===== src/rtl/demux_router_hs.sv =====
// rtl/demux_router_hs.sv - registered 1-to-NCH demux with per-channel valid/ready holding slots
module demux_router_hs #(
    parameter int WIDTH = 16,
    parameter int NCH   = 8,
    parameter int SELW  = 3,
    parameter int CNTW  = 16
) (
    input  logic                   clk,
    input  logic                   reset,
    input  logic [WIDTH-1:0]       in_data,
    input  logic [SELW-1:0]        in_sel,
    input  logic                   in_bcast,
    input  logic                   in_valid,
    output logic                   in_ready,
    output logic [NCH*WIDTH-1:0]   out_data,
    output logic [NCH-1:0]         out_valid,
    input  logic [NCH-1:0]         out_ready,
    output logic                   err_sel,
    output logic [CNTW-1:0]        acc_count
);

    localparam logic [SELW:0] NCH_W = NCH[SELW:0];

    logic [NCH-1:0][WIDTH-1:0] data_q, data_d;
    logic [NCH-1:0]            valid_q, valid_d;
    logic                      err_q, err_d;
    logic [CNTW-1:0]           cnt_q, cnt_d;

    logic [NCH-1:0] avail;
    logic [NCH-1:0] sel_oh;
    logic [NCH-1:0] load;
    logic           sel_ok;
    logic           xfer;

    assign avail  = ~valid_q | out_ready;
    assign sel_ok = ({1'b0, in_sel} < NCH_W);

    always_comb begin
        sel_oh = '0;
        for (int i = 0; i < NCH; i++) begin
            if (in_sel == i[SELW-1:0]) sel_oh[i] = 1'b1;
        end
    end

    // Out-of-range selects are always accepted so the producer never deadlocks on them.
    always_comb begin
        in_ready = 1'b1;
        if (in_bcast)    in_ready = &avail;
        else if (sel_ok) in_ready = |(avail & sel_oh);
    end

    assign xfer = in_valid && in_ready;
    assign load = (xfer && in_bcast) ? {NCH{1'b1}} :
                  (xfer && sel_ok)   ? sel_oh : '0;

    always_comb begin
        data_d  = data_q;
        valid_d = valid_q;
        for (int i = 0; i < NCH; i++) begin
            if (load[i]) begin
                data_d[i]  = in_data;
                valid_d[i] = 1'b1;
            end else if (valid_q[i] && out_ready[i]) begin
                data_d[i]  = '0;
                valid_d[i] = 1'b0;
            end
        end
        err_d = err_q | (xfer && !in_bcast && !sel_ok);
        cnt_d = cnt_q + {{(CNTW-1){1'b0}}, (xfer && (in_bcast || sel_ok))};
    end

    always_ff @(posedge clk or posedge reset) begin
        if (reset) begin
            data_q  <= '0;
            valid_q <= '0;
            err_q   <= 1'b0;
            cnt_q   <= '0;
        end else begin
            data_q  <= data_d;
            valid_q <= valid_d;
            err_q   <= err_d;
            cnt_q   <= cnt_d;
        end
    end

    assign out_data  = data_q;
    assign out_valid = valid_q;
    assign err_sel   = err_q;
    assign acc_count = cnt_q;

endmodule

===== config.mk =====
export PLATFORM = sky130hd
export DESIGN_NAME = demux_router_hs
export DESIGN_NICKNAME = d
export VERILOG_FILES = /design/src/rtl/demux_router_hs.sv
export SDC_FILE = /design/constraint.sdc
export NUM_CORES = 1
export LEC_CHECK = 0
export ABC_AREA = 1
export CAP_MARGIN = 20
export CORE_ASPECT_RATIO = 0.5
export CORE_MARGIN = 2
export CORE_UTILIZATION = 45
export DETAILED_ROUTE_END_ITERATION = 10
export HOLD_SLACK_MARGIN = 0.1
export PLACE_DENSITY = 0.75
export SLEW_MARGIN = 20
export SYNTH_ARGS = -nofsm -noshare
export SYNTH_HDL_FRONTEND = slang
export SYNTH_SLANG_ARGS = --single-unit

===== constraint.sdc =====
create_clock -name clk -period 9.7 [get_ports clk]
set_input_delay 0.97 -clock clk [delete_from_list [all_inputs] [get_ports clk]]
set_output_delay 0.97 -clock clk [all_outputs]
set_load 0.03 [all_outputs]

==> impl_metrics.yaml <==
hold_path:
  min-delay-start: "acc_count[15]"
  hp-class: "flip-flop to flip-flop"
  hold_end: "acc_count[15]"
  whs_path_depth: 1
power_and_ir_drop:
  p_int_uw: 1450
  switching_share: 0.389
  peakVddDrop_uv: 134
  clkPwrFrac: 0.275
  power_uw: 2370
  p_per_area_nw_per_um2: 256
  p_comb_frac: 0.361
  seqPwrFrac: 0.364
  power.switching_uw: 920
  cellLeakagePower_uw: 0.00454
timing:
  worstMarginPinSlew_ns: 0.855
  finalHoldViolations: 0
  holdWs_ns: 0.471
  clock.fmax_mhz: 221
  timing.final.max_slew_violations: 0
  fin_ws_ns: 5.18
  tns_ns: 0
  rsz0062_at_grt: "no"
  slew_headroom: 0.430
  fin_crit_sh: 0.466
  setup_viol: 0
  finClkSkew_ns: 0.0100
  period_minus_slack_ns: 4.52
critical_path:
  r2r-end: "acc_count[12]"
  crit_fanout: 50
  cp_common_cell: "nand2_1"
  end_kind: "primary output"
  cp-start-kind: "primary input"
  arrival_ns: 3.55
  ff2ff_path_depth: 12
  cp_cell_sequence: "clkdlybuf4s50_1 -> inv_2 -> nor2_1 -> nand2_1 -> nand2_1 -> nor2_1 -> nand2_1 -> nand2_1 -> nand2_4 -> clkdlybuf4s50_1"
  r2r-start: "out_valid[0]"
  max_stage_delay_ns: 0.80
  cp.required_ns: 8.73
  worstSetupPathType: "primary input to primary output"
  cp_slowest_cell: "clkdlybuf4s50_1"
  r2r_setup_slack_ns: 6.55
route:
  vias: 6538
  remaining_drc_errors: 0
  initialDrtViolationCount: 703
  antenna_left: 0
  via_per_inst: 5.91
  wl_per_cell_um: 20.0
  totalWireLength_um: 22100
  drt_pass1_iterations: 5
layout:
  antenna_cells: 0
  regArea_um2: 3800
  multiInputGateArea_um2: 2630
  nFillCells: 1232
  area_growth_pct: 33.8
  drive_gt1_frac: 0.0616
  fin_nets: 929
  final_cell_area_um2: 9240
die:
  core_area_um2: 14700
  dieWidth_um: 179
  io_pins: 185
  dieHeight_um: 91.6
  placementRows: 31
  start_util: 0.469
  dieArea_um2: 16400
synth:
  syn_area_per_cell_um2: 9.10
  synth.net_count: 792
  synthesis.area_um2: 6910
  syn_inst: 759
  synthFlopType: "dfrtp_1"
  synth_edf_count: 0
  ys_ff_latch: 152
  async_flop_share: 1.00
  synth-warning-count: 0
  ys_seq_area_frac: 0.551
  yosys.cell_types.count: 27
clocking:
  cts_tree: "done"
  cts.sinks: 152
  post_cts_buffers: 0
  cts_buffer_depth: 2
  htreeDepth: 4
  numCtsBuffers: 17
  ctsRootBufferMaster: "clkbuf_16"
  path_clk_slew_ns: 0.06
  postCtsHoldBufs: 0
  ctsResizeCount: 0
  insertion_delay_ns: 0.42
placed_design:
  gp_congestion: 0.953
  dpl.hpwl_um: 14300
  dp_slack_ns: 5.25
  numPortBuffers: 183
  post_dp_cell_area_um2: 8660
global_routing:
  grtUsageTotal: 0.273
  overflow: 0
  grt_pass1_wl_um: 34200
  grt_pass1_vias: 6110
  grt_max_degree: 81
  antenna_found_initial: 0
job:
  maxCapViolCount: 0
outcome:
  status: "finished, final reports clean"
==> cell usage in the layout (no fill, tap or decap), types with 3 or more instances in the layout <==
cell               n
buf_4              6
clkbuf_16         17
clkdlybuf4s50_1  182
clkinv_4           4
clkinvlp_4         3
dfrtp_1          152
inv_1             20
inv_2              4
inv_6              5
nand2_1          188
nand3_1          140
nand4_1          130
nand4_2            7
nor2_1            15
nor3_1             4
xor2_1            12
==> flip-flops by register name, summed over array words and instances (netlist names) <==
name,flops
out_valid,8
acc_count,16
out_data,128
==> power by group through the flow <==
stage / Clock, uW / Combinational, uW / Sequential [uW]
after CTS: 658 / 855 / 863
final: 651 / 853 / 862
after floorplan: 0 / 235 / 1120
after global placement: 0 / 840 / 868
after global routing: 687 / 906 / 878
after detailed placement: 0 / 852 / 872
==> Yosys cell counts (3+ instances only) <==
library cell  instances  share of area
buf_2                 4         0.0029
nand4_1             130           0.12
nand4_2               7          0.013
buf_1                 6         0.0033
buf_6                 7          0.011
nand2_1             189           0.10
dfrtp_1             152           0.55
nand3_1             140           0.10
nor3_1                4         0.0029
inv_1                21          0.011
buf_4                15          0.016
clkbuf_1             36          0.020
inv_2                 4         0.0022
clkbuf_2              3         0.0022
xor2_1               12          0.015
nor2_1               15         0.0082
==> worst max-delay path by stage <==
stage / startpoint / cells past startpoint / to / slack [ns]
after global routing: in_sel[2] / 10 / in_ready / 5.08
after floorplan: reset / 1 / acc_count[0] / 4.64
after detailed placement: in_sel[2] / 10 / in_ready / 5.25
final: in_sel[2] / 10 / in_ready / 5.18
after CTS: in_sel[2] / 10 / in_ready / 5.25
after global placement: in_sel[2] / 10 / in_ready / 5.38
==> layer usage <==
layer,routed length [um],part of all wire,track usage
met5,0,0,0
met4,631,0.029,0.105
met3,2180,0.098,0.0667
met2,10300,0.47,0.420
met1,8980,0.41,0.376
==> cell type report <==
| cell class | count | share of cell area |
|---|---|---|
| Sequential cell | 152 | 0.412 |
| Multi-Input combinational cell | 511 | 0.285 |
| Timing Repair Buffer | 189 | 0.203 |
| Clock buffer | 18 | 0.0475 |
| Tap cell | 198 | 0.0268 |
| Clock inverter | 14 | 0.0150 |
| Inverter | 25 | 0.0107 |
==> kinds of logic after synthesis <==
| kind of cell | count (synthesis) | share of synthesized area |
|---|---|---|
| AO/OA/AOI/OAI | 4 | 0.00435 |
| XOR/XNOR | 14 | 0.0178 |
| adder cells (fa/ha/maj) | 2 | 0.00362 |
| buffers and inverters | 96 | 0.0692 |
| flip-flops | 152 | 0.551 |
| other | 1 | 0.000543 |
| AND/OR/NAND/NOR | 490 | 0.354 |
==> metrics by stage <==
stage	instances	utilization
floorplan	759	-
global placement	1075	0.587
detailed placement	1075	0.587
CTS	1107	0.627
global route	1107	0.627
finish	1107	0.627
==> worst max-delay path, delay by kind of cell <==
family                 cells  cell delay [ns]
buffers and inverters      3             1.63
and+or+nand+nor            7             0.95
(Power assumes the default switching activity.)
